===== config.mk =====
export PLATFORM = sky130hd
export DESIGN_NAME = encode_decode_8b10b
export DESIGN_NICKNAME = d
export VERILOG_FILES = /design/src/rtl/encode_decode_8b10b.sv
export SDC_FILE = /design/constraint.sdc
export NUM_CORES = 1
export LEC_CHECK = 0
export ABC_AREA = 0
export CORE_AREA = 2 2 84 86
export DETAILED_ROUTE_END_ITERATION = 8
export DIE_AREA = 0 0 86 88
export GPL_ROUTABILITY_DRIVEN = 0
export PLACE_DENSITY_LB_ADDON = 0.05
export SLEW_MARGIN = 20
export SYNTH_ARGS = -nofsm -noshare
export SYNTH_HDL_FRONTEND = slang
export SYNTH_SLANG_ARGS = --single-unit
export TNS_END_PERCENT = 30

===== constraint.sdc =====
create_clock -name clk -period 12.92 [get_ports clk]
set_input_delay 3.23 -clock clk [delete_from_list [all_inputs] [get_ports clk]]
set_output_delay 3.23 -clock clk [all_outputs]
set_load 0.05 [all_outputs]

===== src/rtl/encode_decode_8b10b.sv =====
// 8b/10b line codec: registered encoder with running disparity, combinational table decoder.
// Optional CODE_ERR_EN adds a code_err output that flags symbols outside both RD columns.
module encode_decode_8b10b (
  input  logic       clk,
  input  logic       rst,
  input  logic       nextword_enable,
  input  logic       idle,
  input  logic [7:0] d_in,
  output logic [9:0] enc_out,
  input  logic [9:0] dec_in,
  output logic [7:0] dec_out,
  output logic       dec_k
`ifdef CODE_ERR_EN
  ,
  output logic       code_err
`endif
);

  // RD- column of the 5b/6b table, abcdei order
  function automatic logic [5:0] code6(input logic [4:0] x);
    case (x)
      5'd0:  code6 = 6'b100111;
      5'd1:  code6 = 6'b011101;
      5'd2:  code6 = 6'b101101;
      5'd3:  code6 = 6'b110001;
      5'd4:  code6 = 6'b110101;
      5'd5:  code6 = 6'b101001;
      5'd6:  code6 = 6'b011001;
      5'd7:  code6 = 6'b111000;
      5'd8:  code6 = 6'b111001;
      5'd9:  code6 = 6'b100101;
      5'd10: code6 = 6'b010101;
      5'd11: code6 = 6'b110100;
      5'd12: code6 = 6'b001101;
      5'd13: code6 = 6'b101100;
      5'd14: code6 = 6'b011100;
      5'd15: code6 = 6'b010111;
      5'd16: code6 = 6'b011011;
      5'd17: code6 = 6'b100011;
      5'd18: code6 = 6'b010011;
      5'd19: code6 = 6'b110010;
      5'd20: code6 = 6'b001011;
      5'd21: code6 = 6'b101010;
      5'd22: code6 = 6'b011010;
      5'd23: code6 = 6'b111010;
      5'd24: code6 = 6'b110011;
      5'd25: code6 = 6'b100110;
      5'd26: code6 = 6'b010110;
      5'd27: code6 = 6'b110110;
      5'd28: code6 = 6'b001110;
      5'd29: code6 = 6'b101110;
      5'd30: code6 = 6'b011110;
      default: code6 = 6'b101011;
    endcase
  endfunction

  function automatic logic [3:0] code4(input logic [2:0] y);
    case (y)
      3'd0: code4 = 4'b1011;
      3'd1: code4 = 4'b1001;
      3'd2: code4 = 4'b0101;
      3'd3: code4 = 4'b1100;
      3'd4: code4 = 4'b1101;
      3'd5: code4 = 4'b1010;
      3'd6: code4 = 4'b0110;
      default: code4 = 4'b1110;
    endcase
  endfunction

  // K28.y fghj as sent after a negative 6b sub-block (110000)
  function automatic logic [3:0] kcode4(input logic [2:0] y);
    case (y)
      3'd0: kcode4 = 4'b1011;
      3'd1: kcode4 = 4'b0110;
      3'd2: kcode4 = 4'b1010;
      3'd3: kcode4 = 4'b1100;
      3'd4: kcode4 = 4'b1101;
      3'd5: kcode4 = 4'b0101;
      3'd6: kcode4 = 4'b1001;
      default: kcode4 = 4'b0111;
    endcase
  endfunction

  // RD+ form: unbalanced codes and the two polarity-dependent balanced codes invert
  function automatic logic [5:0] alt6(input logic [5:0] c);
    alt6 = ($countones(c) != 3 || c == 6'b111000) ? ~c : c;
  endfunction

  function automatic logic [3:0] alt4(input logic [3:0] c);
    alt4 = ($countones(c) != 2 || c == 4'b1100) ? ~c : c;
  endfunction

  // Returns {rd_after, abcdei, fghj}; k selects K28.5 and ignores d
  function automatic logic [10:0] encode(input logic [7:0] d, input logic k, input logic rd);
    logic [5:0] c6;
    logic [3:0] c4;
    logic       unbal6, unbal4, rd6, use_a7;
    c6     = k ? 6'b001111 : code6(d[4:0]);
    unbal6 = ($countones(c6) != 3);
    rd6    = rd ^ unbal6;
    use_a7 = (d[7:5] == 3'd7) &&
             ((!rd6 && (d[4:0] == 5'd17 || d[4:0] == 5'd18 || d[4:0] == 5'd20)) ||
              ( rd6 && (d[4:0] == 5'd11 || d[4:0] == 5'd13 || d[4:0] == 5'd14)));
    if (k)           c4 = 4'b0101;
    else if (use_a7) c4 = 4'b0111;
    else             c4 = code4(d[7:5]);
    unbal4     = ($countones(c4) != 2);
    encode[10] = rd6 ^ unbal4;
    encode[9:4] = rd ? alt6(c6) : c6;
    encode[3:0] = rd6 ? (k ? ~c4 : alt4(c4)) : c4;
  endfunction

  logic        rd;
  logic [10:0] next_word;

  always_comb begin
    next_word = idle ? encode(8'hBC, 1'b1, rd) : encode(d_in, 1'b0, rd);
  end

  always_ff @(posedge clk or negedge rst) begin
    if (!rst) begin
      rd      <= 1'b0;
      enc_out <= 10'b0011111010;
    end else if (nextword_enable) begin
      rd      <= next_word[10];
      enc_out <= next_word[9:0];
    end
  end

  logic [5:0] s6;
  logic [3:0] s4;
  logic [4:0] x_dec;
  logic [2:0] y_dec, k_y;
  logic [7:0] d_cand;
  logic       d_legal, k28_legal, k7_legal;

  assign s6 = dec_in[9:4];
  assign s4 = dec_in[3:0];

  // Candidate byte from independent sub-block lookups; legality is proven by re-encoding
  always_comb begin
    x_dec = 5'd0;
    y_dec = 3'd0;
    for (int i = 0; i < 32; i++) begin
      if (s6 == code6(5'(i)) || s6 == alt6(code6(5'(i)))) x_dec = 5'(i);
    end
    for (int j = 0; j < 8; j++) begin
      if (s4 == code4(3'(j)) || s4 == alt4(code4(3'(j)))) y_dec = 3'(j);
    end
    if (s4 == 4'b0111 || s4 == 4'b1000) y_dec = 3'd7;
  end

  assign d_cand  = {y_dec, x_dec};
  assign d_legal = ((encode(d_cand, 1'b0, 1'b0) & 11'h3FF) == {1'b0, dec_in}) ||
                   ((encode(d_cand, 1'b0, 1'b1) & 11'h3FF) == {1'b0, dec_in});

  always_comb begin
    k28_legal = 1'b0;
    k_y       = 3'd0;
    for (int i = 0; i < 8; i++) begin
      if ((s6 == 6'b001111 && s4 == ~kcode4(3'(i))) ||
          (s6 == 6'b110000 && s4 ==  kcode4(3'(i)))) begin
        k28_legal = 1'b1;
        k_y       = 3'(i);
      end
    end
  end

  assign k7_legal = (x_dec == 5'd23 || x_dec == 5'd27 || x_dec == 5'd29 || x_dec == 5'd30) &&
                    ((s6 == code6(x_dec) && s4 == 4'b1000) ||
                     (s6 == ~code6(x_dec) && s4 == 4'b0111));

  always_comb begin
    dec_k = k28_legal | k7_legal;
    if (k28_legal)     dec_out = {k_y, 5'd28};
    else if (k7_legal) dec_out = {3'd7, x_dec};
    else if (d_legal)  dec_out = d_cand;
    else               dec_out = 8'h00;
  end

`ifdef CODE_ERR_EN
  assign code_err = !(k28_legal | k7_legal | d_legal);
`endif

endmodule


## Word-level counts from Yosys, hierarchy flattened

Memory sizes are Yosys's and may differ from the RTL's.
Index checks and enable logic that the tools add are counted.

- Add/subtract/negate cells: 24
- Equal/unequal tests: 105
- Mux-type cells: 74
- Bitwise logic cells: 11
- Reductions and logical operators: 78

Operators by type and width:

| operator | number |
|---|---|
| $add A32 B32 Y32 | 6 |
| $eq A6 B6 Y1 const B | 25 |
| $ne A32 B3 Y1 const B | 4 |
| $mux W5 | 16 |
| $eq A6 B5 Y1 const B | 13 |
| $mux W4 | 18 |
| $pmux W4 S7 | 2 |
| $eq A5 B5 Y1 const B | 10 |
| $logic_or A1 B1 Y1 | 46 |
| $eq A6 B4 Y1 const B | 7 |
| $eq A4 B4 Y1 const B | 10 |
| $mux W3 | 13 |
| $add A1 B1 Y2 | 15 |
| $eq A5 B4 Y1 const B | 6 |
| $logic_and A1 B1 Y1 | 28 |
| $eq A3 B3 Y1 const B | 8 |
| $mux W6 | 4 |
| $mux W8 | 3 |
| $eq A10 B10 Y1 | 2 |
| $eq A6 B3 Y1 const B | 3 |
| $not A6 Y6 | 3 |
| $eq A4 B3 Y1 const B | 4 |
| $eq A3 B2 Y1 const B | 4 |
| $eq A6 B6 Y1 | 2 |
| 16 further kinds | 40 |

- Register bits: 11
- ROM bits: 960
- Input bits: 22
- Output and inout bits: 19
- Logic and storage cells: 299
- Memories: 5

Memory list:

| name | words | width | rd ports | clocked after Yosys merged registers in | wr ports | RTL line | source |
|---|---|---|---|---|---|---|---|
| (no name shown) | 32 | 6 | 1 | 0 | 0 | 21 | `case (x)` |
| (no name shown) | 32 | 6 | 1 | 0 | 0 | 21 |  |
| (no name shown) | 32 | 6 | 1 | 0 | 0 | 21 |  |
| (no name shown) | 32 | 6 | 1 | 0 | 0 | 21 |  |
| (no name shown) | 32 | 6 | 1 | 0 | 0 | 21 |  |

## Longest topological paths before layout

Gate-level depths: netlist of the first run.
An unclocked memory read counts as a cell.

- Depth after elaboration: 54
- Gate-level depth with buffers: 35
- Mapped depth without buffers: 32

## Worst setup path before layout of the first run

No wires, ideal clock.

- Path kind: input port to output port
- Start: input port dec_in[6]
- End: output port dec_out[6]
- Arrival: 9799 ps
- Setup slack: -109 ps
- Cell stages on the path: 31
- Cells stage by stage: buf_4 -> buf_2 -> xor2_1 -> a311oi_1 -> o211a_1 -> inv_1 -> ha_1 -> o21ai_0 -> o21ai_0 -> a211oi_1 -> a21oi_1 -> ha_1 -> fa_1 -> ha_1 -> nand2_1 -> nor3_1 -> a2bb2oi_1 -> and2_1 -> ha_1 -> ha_1 -> fa_1 -> a21oi_1 -> mux2i_1 -> nor2_1 -> o21ai_0 -> o2111a_1 -> mux2i_1 -> nand2_1 -> a31oi_1 -> nor2_1 -> o2bb2ai_1

- Longest elaborated chain between the ends: 54

Ends and longest elaborated chain:

| element | RTL line | source |
|---|---|---|
| start: declaration | 10 | `input logic [9:0] dec_in,` |
| $eq A6 B5 Y1 or $eq A6 B6 Y1 (tied branches) | 145 | `if (s6 == code6(5'(i)) \|\| s6 == alt6(code6(5'(i)))) x_dec = 5'(i);` |
| $logic_or A1 B1 Y1 | 145 |  |
| $mux W1 | 145 |  |
| $mux W2 (2 in a row) | 145 |  |
| $mux W3 (4 in a row) | 145 |  |
| $mux W4 (8 in a row) | 145 |  |
| $mux W5 (16 in a row) | 145 |  |
| $mem_v2 Z32 W6 | - |  |
| [... 12 more ...] | - |  |
| $logic_or A1 B1 Y1 | 90 | `alt4 = ($countones(c) != 2 \|\| c == 4'b1100) ? ~c : c;` |
| $mux W4 | 90 |  |
| $mux W4 | 110 | `encode[3:0] = rd6 ? (k ? ~c4 : alt4(c4)) : c4;` |
| $eq A10 B10 Y1, on equally long branches | 154, 155 |  |
| $logic_or A1 B1 Y1 | 154 | `assign d_legal = ((encode(d_cand, 1'b0, 1'b0) & 11'h3FF) == {1'b0, dec_in}) \|\|` |
| $mux W8 | 177 | `else if (d_legal) dec_out = d_cand;` |
| $mux W8 | 176 | `else if (k7_legal) dec_out = {3'd7, x_dec};` |
| $mux W8 * | 175 | `if (k28_legal) dec_out = {k_y, 5'd28};` |
| end: declaration | 11 | `output logic [7:0] dec_out,` |

Every way passes the cells marked *; elsewhere a longest branch is shown, timed or not.

## Final worst setup path of the first run

- Start: input port dec_in[5]
- End: output port dec_out[3]

The elaborated chain is that of the path after synthesis.

==> results of run 1 <==
layer usage:
layer / up-vias / routed length (um) / track usage, %
met1: 2196 / 5340 / 40.2
li1: 2149 / - / -
met2: 230 / 6370 / 55.5
met5: - / 0 / 0
met4: 0 / 551 / 9.38
met3: 60 / 917 / 3.49
critical path: cells and delay by family:
| kind | cells | cell delay, ns |
|---|---|---|
| compound gates | 13 | 2.53 |
| fa+ha+maj | 7 | 2.00 |
| buf+inv | 7 | 0.91 |
| simple gates | 6 | 0.63 |
| mux | 1 | 0.17 |
| xor+xnor | 1 | 0.16 |
worst min-delay path by stage:
stage | slack, ns | startpoint | end | cells past startpoint
floorplan | 0.58 | enc_out[3] | enc_out[3] | 2
global placement | 0.46 | enc_out[4] | enc_out[4] | 2
detailed placement | 0.46 | enc_out[6] | enc_out[6] | 2
CTS | 0.47 | enc_out[6] | enc_out[6] | 2
global route | 0.50 | enc_out[2] | enc_out[2] | 1
finish | 0.47 | enc_out[6] | enc_out[6] | 2
cell usage after synthesis (5+ instances only):
cell type / number
and2_1: 7
xor2_1: 7
mux2i_1: 9
dfstp_2: 6
ha_1: 33
xnor2_1: 14
nand2b_1: 16
nor2_1: 41
fa_1: 8
o21ai_0: 31
clkbuf_1: 16
buf_6: 7
o211ai_1: 10
nor3_1: 12
inv_1: 31
o21ai_1: 7
nor2b_1: 15
o21a_1: 6
dfrtp_1: 5
o21bai_1: 5
and3_1: 6
a21oi_1: 28
buf_4: 9
a31oi_1: 10
a211o_1: 5
nand2_1: 43
a211oi_1: 6
nor4_1: 8
nand3_1: 10
a22oi_1: 5
cell usage in the layout (no fill, tap or decap), types with 9 or more instances in the layout:
| cell type | instances |
|---|---|
| xnor2_1 | 12 |
| o21ai_0 | 25 |
| nand2b_1 | 16 |
| buf_12 | 10 |
| buf_4 | 101 |
| nor3_1 | 11 |
| o211ai_1 | 10 |
| clkdlybuf4s50_1 | 26 |
| a21oi_1 | 24 |
| nand2_1 | 41 |
| inv_1 | 26 |
| a31oi_1 | 10 |
| nor2b_1 | 14 |
| mux2i_1 | 9 |
| nor2_1 | 37 |
| nand3_1 | 9 |
| ha_1 | 23 |
state kept, by name, indices dropped and copies added, names as in the netlist:
name / flops
rd: 1
enc_out: 10
stage by stage:
stage               power (mW)  instance area, um2  util [%]
floorplan                0.324                3840         -
global placement         0.439                4940      74.4
detailed placement       0.453                4940      74.4
CTS                      0.520                5140      77.3
global route             0.647                5480      82.5
finish                   0.611                5480      82.5
power groups by stage:
stage / logic [mW] / clock network, mW / registers [mW]
after floorplan: 0.224 / 0 / 0.100
after global placement: 0.377 / 0 / 0.0619
after detailed placement: 0.391 / 0 / 0.0624
after CTS: 0.423 / 0.0348 / 0.0620
after global routing: 0.546 / 0.0367 / 0.0646
final: 0.515 / 0.0341 / 0.0619
cell families after synthesis:
group | synth area share, %
simple gates | 27.2
compound gates | 33.1
buf+inv | 9.12
fa+ha+maj | 15.2
xor+xnor | 4.79
mux | 3.32
flops | 7.36
layout make-up:
type	instances	area, um2
clock buffers	4	45.0
fillers	434	1160
inverters	31	116
multi-input cells	437	3590
flip-flops and latches	11	283
well taps	80	100
repair buffers	151	1350
repair_timing:
item / CTS / global route
cloned: 1 / 0
pin swaps: 21 / 31
endpoints found under the setup margin: 8 / 8
gates resized for setup: 37 / 68
buffers inserted: 5 / 7
==> reports/summary.txt, run 1 <==
Final Hold Viols = 0
core box area = 0.00664 mm2
CP startpoint = dec_in[5]
DR iter-0 viols = 409
EDFF count, synth = 0
# hold bufs at CTS = 0
Reg power frac = 10.1%
die area = 0.00757 mm2
Lkg Pwr = 2.33 nW
top cell type's share of synthesized area = 10.7%
drt via density = 6.49
die width = 86 um
Area Growth Syn to Fin = 42.6%
clk slew on worst S/H paths = 0.05 ns
Int Power = 0.306 mW
CP endpoint kind = output port
vias in the first global route = 4275
worst flop-to-flop path endpoint = rd
via count = 4635
critical path launch point type = primary input
aggregate global routing overflow = 0
post-route ant nets = 0
CP Max Fanout = 7
reported max-cap violation count = 0
Die Ht = 88 um
CP Capture Point = dec_out[3]
r2r setup slk = 9.60 ns
pre-CTS WS = -0.458 ns
Avg Inst Size Synth = 7.43 um2
Max Fclk = 77.7 MHz
Hold Path Class = flip-flop to flip-flop
CTS Buf Count = 3
CTS tree = yes
clk_skew = 0.00430 ns
Area contributors post-synth = ha_1, nand2_1, fa_1
Port Buf Inserts = 40
synthesized flop and latch total = 11
# setup viols final = 0
post-route insts no fill = 714
final period utilization = 99.6%
async set-reset flop share out of synthesis = 100%
Synth Net Count = 580
register area share after synthesis = 7.36%
Cells after DPL = 698
initial antenna violation count = 0
hpwl dp = 8.87 mm
DR DRC count = 0
Critical R2R Launch = rd
drt wl/cell = 18.4 um
Worst EP arrival = 9.64 ns
Cell Pwr Density = 112 mW/mm2
clk root buf = clkbuf_8
Sw Ratio = 50.0%
Most used DFF post-synth = dfstp_2
first-pass iteration count of the detailed router = 5
share of cells above drive strength 1 = 33.9%
Yosys warnings = 0
Worst path slowest cell = fa_1
CP max stage delay = 0.49 ns
Worst-Skew Late Latency = 0.24 ns
synthesized area = 0.00384 mm2
P_sw = 0.306 mW
WS Path Type = primary input to output port
n_diodes = 0
total wire length = 13.2 mm
row count = 30
max-slew violation count = 0
Syn Inst Count = 517
clock buffer depth = 2
post-synthesis cell type count = 85
logic gate share of total power = 84.3%
total track usage = 31.4%
CTS H-tree depth = 1
cell taking the most area after synthesis = ha_1
global-route wire length before repair = 19.7 mm
total negative slack = 0 ns
Worst Slack Setup Final = 0.0465 ns
nets@finish = 698
largest net degree at the start of global routing = 25
Worst R2R Path Depth = 12
Worst IR Drop VDD = 0.0800 mV
post-route minimum period = 12.87 ns
Worst-Margin Slew = 1.14 ns
Starting Density = 57.8%
I/O Pins = 41
status = finished, final reports clean
Worst EP required = 9.69 ns
Final Hold Slack = 0.468 ns
Slew HR = 23.3%
Clock Power Share = 5.6%
# clock sinks = 11
Note: power is estimated with default switching activity, not from simulation.
==> inputs of run 2 (changes only) <==
--- a/config.mk
+++ b/config.mk
@@ -8,5 +8,6 @@
 export ABC_AREA = 0
-export CORE_AREA = 2 2 84 86
+export CORE_AREA = 5 5 87 89
+export CTS_CLUSTER_DIAMETER = 40
 export DETAILED_ROUTE_END_ITERATION = 8
-export DIE_AREA = 0 0 86 88
+export DIE_AREA = 0 0 92 94
 export GPL_ROUTABILITY_DRIVEN = 0
--- a/constraint.sdc
+++ b/constraint.sdc
@@ -3,2 +3,2 @@
 set_output_delay 3.23 -clock clk [all_outputs]
-set_load 0.05 [all_outputs]
+set_load 0.02 [all_outputs]
==> reports/summary.txt, run 2 (synthesis gave the netlist of run 1 again) <==
core box area = 0.00668 mm2 (+0.57%)
CTS tree = yes
Regs by FF count = enc_out x10, rd x1
max-slew violation count = 0 (unchanged)
DR iter-0 viols = 334 (-18%)
Final Power = 0.505 mW (-17%)
CP endpoint kind = output port
max FFs per register = 10 (unchanged)
Worst EP arrival = 9.53 ns (-0.11 ns)
I/O Pins = 41 (unchanged)
Area Growth Syn to Fin = 35.4%
clock buffer depth = 2 (unchanged)
total track usage = 26.5% (-4.8 points)
Port Buf Inserts = 40 (unchanged)
CP max stage delay = 0.48 ns (about the same)
clk_skew = 0.00166 ns (-0.00264 ns)
Worst-Margin Slew = 0.692 ns (-0.448 ns)
final period utilization = 98.8% (-0.88 points)
vias in the first global route = 4232 (-1.0%)
CP Max Fanout = 18 (+11)
clk root buf = clkbuf_8
Cell Pwr Density = 97.1 mW/mm2 (-13%)
Metal-1 WL = 5.20 mm (-2.6%)
WS Path Type = primary input to output port
reported max-cap violation count = 0 (unchanged)
share of cells above drive strength 1 = 31.2% (-2.7 points)
Starting Density = 57.5% (-0.32 points)
CTS H-tree depth = 1 (unchanged)
status = finished, final reports clean
Most flops, register = enc_out
post-route ant nets = 0 (unchanged)
met2 routed WL = 5.77 mm (-9.4%)
critical path buffer and inverter count = 7 (unchanged)
die width = 92 um (+7.0%)
# clock sinks = 11 (unchanged)
critical path launch point type = primary input
Worst-Skew Late Latency = 0.23 ns (about the same)
r2r setup slk = 9.67 ns (+0.07 ns)
Final Hold Viols = 0 (unchanged)
# hold bufs at CTS = 0 (unchanged)
Hold Path Class = flip-flop to flip-flop
commonest cells after routing, fill and taps aside = buf_4, nand2_1, nor2_1, inv_1, ha_1
post-route insts no fill = 715 (+0.14%)
Cells after DPL = 694 (-0.57%)
initial antenna violation count = 0 (unchanged)
Worst EP required = 9.69 ns (about the same)
die area = 0.00865 mm2 (+14%)
CTS Buf Count = 3 (unchanged)
total negative slack = 0 ns (unchanged)
Lkg Pwr = 2.29 nW (-1.6%)
drt wl/cell = 16.8 um (-8.7%)
Worst IR Drop VDD = 0.0730 mV (-8.7%)
most common library cell in the layout ignoring fill and taps = buf_4
via count = 4449 (-4.0%)
total wire length = 12.0 mm (-8.6%)
row count = 30 (unchanged)
Worst path slowest cell = fa_1
Slew HR = 53.3% (+30 points)
n_diodes = 0 (unchanged)
Die Ht = 94 um (+6.8%)
global-route wire length before repair = 19.3 mm (-1.6%)
Top Family by Delay on Critical Path = adder cells
first-pass iteration count of the detailed router = 5 (unchanged)
Core Util, Final = 77.9% (-4.6 points)
metal3 WL = 750 um (-18%)
clk slew on worst S/H paths = 0.05 ns (about the same)
Max Fclk = 78.4 MHz (+0.89%)
max layer used = met4
hpwl dp = 8.84 mm (-0.31%)
drt via density = 6.22 (-4.1%)
nets@finish = 699 (+0.14%)
pre-CTS WS = -0.795 ns (-0.338 ns)
aggregate global routing overflow = 0 (unchanged)
Worst Slack Setup Final = 0.161 ns (+0.114 ns)
post-route minimum period = 12.76 ns (-0.114 ns)
largest net degree at the start of global routing = 25 (unchanged)
DR DRC count = 0 (unchanged)
# setup viols final = 0 (unchanged)
run 2: cell count changes in the layout (fill, tap and decap cells not counted), moves of 4 or more:
cell | before | now
buf_2 | 0 | 5
ha_1 | 23 | 27
inv_1 | 26 | 30
buf_12 | 10 | 0
o21ai_1 | 7 | 13
buf_4 | 101 | 107
inv_2 | 5 | 1
run 2: report_power, final:
| part | switching (mW) | total, mW | internal, mW | leakage [nW] |
|---|---|---|---|---|
| sequential | 0.00968 | 0.0618 | 0.0522 | 0.120 |
| clock | 0.0125 | 0.0341 | 0.0216 | 0.0228 |
| combinational | 0.211 | 0.409 | 0.199 | 2.15 |
run 2: timing repair:
action | in CTS | in global routing
gates cloned | 1 | 1
pin swaps | 17 | 22
gates resized for setup | 72 | 43
setup endpoints to repair | 8 | 8
buffers inserted | 7 | 8
run 2: area by class of cell:
type | count | area (um2)
Tap cell | 80 | 100
Clock buffer | 4 | 45.0
Inverter | 31 | 116
Fill cell | 493 | 1480
Timing Repair Buffer | 152 | 1230
Multi-Input combinational cell | 437 | 3420
Sequential cell | 11 | 283
run 2: worst paths after layout:
check                      cells past startpoint        from    endpoint
hold / removal                                 2  enc_out[6]  enc_out[6]
setup reg to reg                              12          rd          rd
max in group asynchronous                      1         rst  enc_out[7]
setup / recovery                              34   dec_in[5]  dec_out[2]
min in group asynchronous                      1         rst  enc_out[0]
hold reg to reg                                2  enc_out[6]  enc_out[6]
run 2: metrics by stage:
stage | instance area [um2] | hold WS [ns]
after CTS | 5010 | 0.469
after global routing | 5200 | 0.489
final | 5200 | 0.463
after global placement | 4820 | 0.454
after detailed placement | 4820 | 0.460
after floorplan | 3840 | 0.501
run 2: layer usage:
metal / vias to the layer above / global-route usage (%)
met3: 35 / 2.24
met2: 170 / 47.3
met1: 2099 / 34.4
li1: 2145 / -
met5: - / 0
met4: 0 / 6.93
run 2: worst register-to-register path: stages, from the launching register on:
cell and delay [ns]:
dfrtp_1 0.47, xnor2_1 0.20, or4b_2 0.62, a21oi_1 0.26, nor2_1 0.14, fa_1 0.49, ha_1 0.20, ha_1 0.17
nor2_1 0.10, nand2_1 0.07, xor2_1 0.13, o21ai_0 0.19, xnor2_1 0.14
==> variant: new RTL, settings of run 1 <==
Make the reset (`rst`) synchronous in one clocked block.
--- a/src/rtl/encode_decode_8b10b.sv
+++ b/src/rtl/encode_decode_8b10b.sv
@@ -117,7 +117,7 @@
     next_word = idle ? encode(8'hBC, 1'b1, rd) : encode(d_in, 1'b0, rd);
   end
 
-  always_ff @(posedge clk or negedge rst) begin
+  always_ff @(posedge clk) begin
     if (!rst) begin
       rd      <= 1'b0;
       enc_out <= 10'b0011111010;
Behaviour: differs if rst is asserted again (counterexample within 4 cycles, from zero or initial values and one cycle with rst low); with rst held inactive, the same outputs for 4 cycles.
==> variant against run 1 <==
The run now ends with setup timing left. Clock power grew 7.0%. Worst setup slack lost 0.71 ns. Register-to-register slack lost 0.07 ns. Via count shrank 0.65%. Sequential cell count is the same. Total power shrank 12%. Cell area grew 0.57%. Synthesized area grew 1.5%. Routed wire length shrank 5.8%. Clock skew shrank 0.0018 ns.
==> variant: results (changes against run 1) <==
\begin{tabular}{lr}
\hline
Metric & Value \\
\hline
\multicolumn{2}{l}{\textbf{Route}} \\
\quad Number of violations reported at the end of detailed-routing iteration 0 & 318 (-22\%) \\
\quad First-pass detailed-route iteration total & 6 (+1) \\
\quad Average detailed-routed wire length per instance & 16.7 um (-9.4\%) \\
\quad Wire length on met3 & 662 um (-28\%) \\
\quad Via count of the routed design & 4,605 (-0.65\%) \\
\quad Final wirelength & 12,400 um (-5.8\%) \\
\quad Metal-1 WL & 5230 um (-1.9\%) \\
\quad Met2 Routed Length & 6190 um (-2.8\%) \\
\multicolumn{2}{l}{\textbf{Yosys}} \\
\quad Cell types occupying the most area after synthesis & ha\_1 12\%, dfxtp\_1 5.6\%, fa\_1 5.1\% \\
\quad Distinct cell type count of the synthesized netlist & 91 (+7.1\%) \\
\quad Commonest cells in the synthesized netlist & 40 x nand2\_1, 39 x nor2\_1, 38 x inv\_1 \\
\quad Fraction of the yosys area taken by sequential cells & 5.65\% (-1.7 points) \\
\quad Synthesized instance count & 536 (+3.7\%) \\
\quad Dominant synthesized flop cell & dfxtp\_1 \\
\quad Post-synth ARST share & 0\% (-100 points) \\
\quad Mapped Nets & 605 (+4.3\%) \\
\multicolumn{2}{l}{\textbf{Cells and area}} \\
\quad Final net count & 732 (+4.9\%) \\
\quad Share of post-route cells with drive strength above 1 & 32.5\% (-1.4 points) \\
\multicolumn{2}{l}{\textbf{Run status}} \\
\quad Violated checks & setup timing \\
\quad Run status & finished with violations \\
\multicolumn{2}{l}{\textbf{Placement}} \\
\quad Area post-placement & 5130 sq um (+3.7\%) \\
\quad Post-Place Cells & 722 (+3.4\%) \\
\quad HPWL after detailed placement & 9380 um (+5.7\%) \\
\multicolumn{2}{l}{\textbf{Global route}} \\
\quad Largest net degree at the start of global routing & 22 (-12\%) \\
\quad First-pass GRT wire length & 19,600 um (-0.28\%) \\
\quad Overall routing resource usage & 31.4\% (about the same) \\
\quad Vias in the first global route & 4,325 (+1.2\%) \\
\multicolumn{2}{l}{\textbf{STA}} \\
\quad Worst Clk Skew & 0.00245 ns (-0.00184 ns) \\
\quad Pins over their slew limit & 0 (unchanged) \\
\quad Final worst slack & -0.663 ns (-0.710 ns) \\
\quad Measured slew at the worst slew-check pin & 1.05 ns (-0.0895 ns) \\
\quad Final setup vio count & 8 (+8) \\
\multicolumn{2}{l}{\textbf{Setup path}} \\
\quad Critical Path Max Stage Delay & 0.54 ns (+0.05 ns) \\
\quad Worst reg-to-reg path cell count & 13 (+1) \\
\quad Critical-path maximum fanout & 10 (+3) \\
\multicolumn{2}{l}{\textbf{Pwr}} \\
\quad Leakage power figure & 0.00234 uW (+0.42\%) \\
\quad VDD IR max & 0.0971 mV (+21\%) \\
\multicolumn{2}{l}{\textbf{CTS}} \\
\quad Maximum count of clock buffers along a single path & 2 (unchanged) \\
\hline
\end{tabular}
==> variant: cell types whose count changed in the layout (fill, tap and decap cells not counted), sizes merged, moves of 5 or more <==
cell,run 1,this run
a211o,5,0
a211oi,7,15
a21oi,28,34
a31oi,11,6
buf,119,127
dfrtp,5,0
dfstp,6,0
dfxtp,0,11
inv,31,40
nand3,10,17
nor3,12,19
==> variant: layout make-up <==
type | instances | area (sq um)
clock buffers | 3 | 41.3
clock inverters | 1 | 5.00
fillers | 432 | 1130
inverters | 40 | 150
multi-input cells | 448 | 3650
flip-flops and latches | 11 | 220
well taps | 80 | 100
repair buffers | 159 | 1350
==> variant: path summary, 6_finish.rpt <==
path	start	end	slack, ns
worst max-delay path	dec_in[4]	dec_out[7]	-0.66
worst min-delay path	enc_out[1]	enc_out[1]	0.49
worst max register to register	rd	rd	9.53
worst min register to register	enc_out[1]	enc_out[1]	0.49
==> variant: through the flow <==
stage / power, uW / utilization (%) / setup WS (ns) / setup TNS, ns
2_1_floorplan: 316 / - / -0.535 / -3.94
3_3_place_gp: 425 / 77.2 / -1.10 / -8.57
3_5_place_dp: 447 / 77.2 / -1.33 / -10.17
4_1_cts: 509 / 80.7 / -0.909 / -7.02
5_1_grt: 577 / 82.9 / -0.955 / -7.45
6_report: 538 / 82.9 / -0.663 / -5.11
==> variant: cell families after synthesis <==
| kind of cell | Yosys count | share of synthesized area, % |
|---|---|---|
| multiplexers | 9 | 2.70 |
| adder cells (fa/ha/maj) | 48 | 17.3 |
| XOR/XNOR | 23 | 5.74 |
| AO/OA/AOI/OAI | 167 | 30.7 |
| buffers and inverters | 77 | 9.69 |
| AND/OR/NAND/NOR | 201 | 28.2 |
| flip-flops | 11 | 5.65 |
==> variant: worst reg2reg max path, stage by stage, from the launching register on <==
cell and delay [ns]:
dfxtp_1 0.49, xnor2_1 0.17, or4b_2 0.62, a21oi_1 0.27, or3_1 0.22, fa_1 0.43
ha_1 0.20, ha_1 0.17, nor2_1 0.09, nand2_1 0.07, xor2_1 0.13, o21ai_0 0.19
xor2_1 0.17, nor2_1 0.05
==> variant: repair_timing <==
item                                    4_1_cts  5_1_grt
endpoints found under the setup margin        8        8
setup buffers                                 7        9
pin swaps                                     9       17
hold endpoints to repair                      0        0
gates cloned                                  0        1
resized for setup                            29       25
==> variant: power by group <==
group          internal, uW  total (uW)  switching (uW)
Combinational           222         458             236
Clock                  21.3        36.5            15.2
Sequential             38.7        42.8            4.14
Total                   282         538             256
==> variant: routing by layer <==
metal	GRT usage (%)	vias to the layer above
met5	0	-
met4	10.8	0
met3	2.92	48
met2	56.0	184
met1	39.5	2156
li1	-	2217
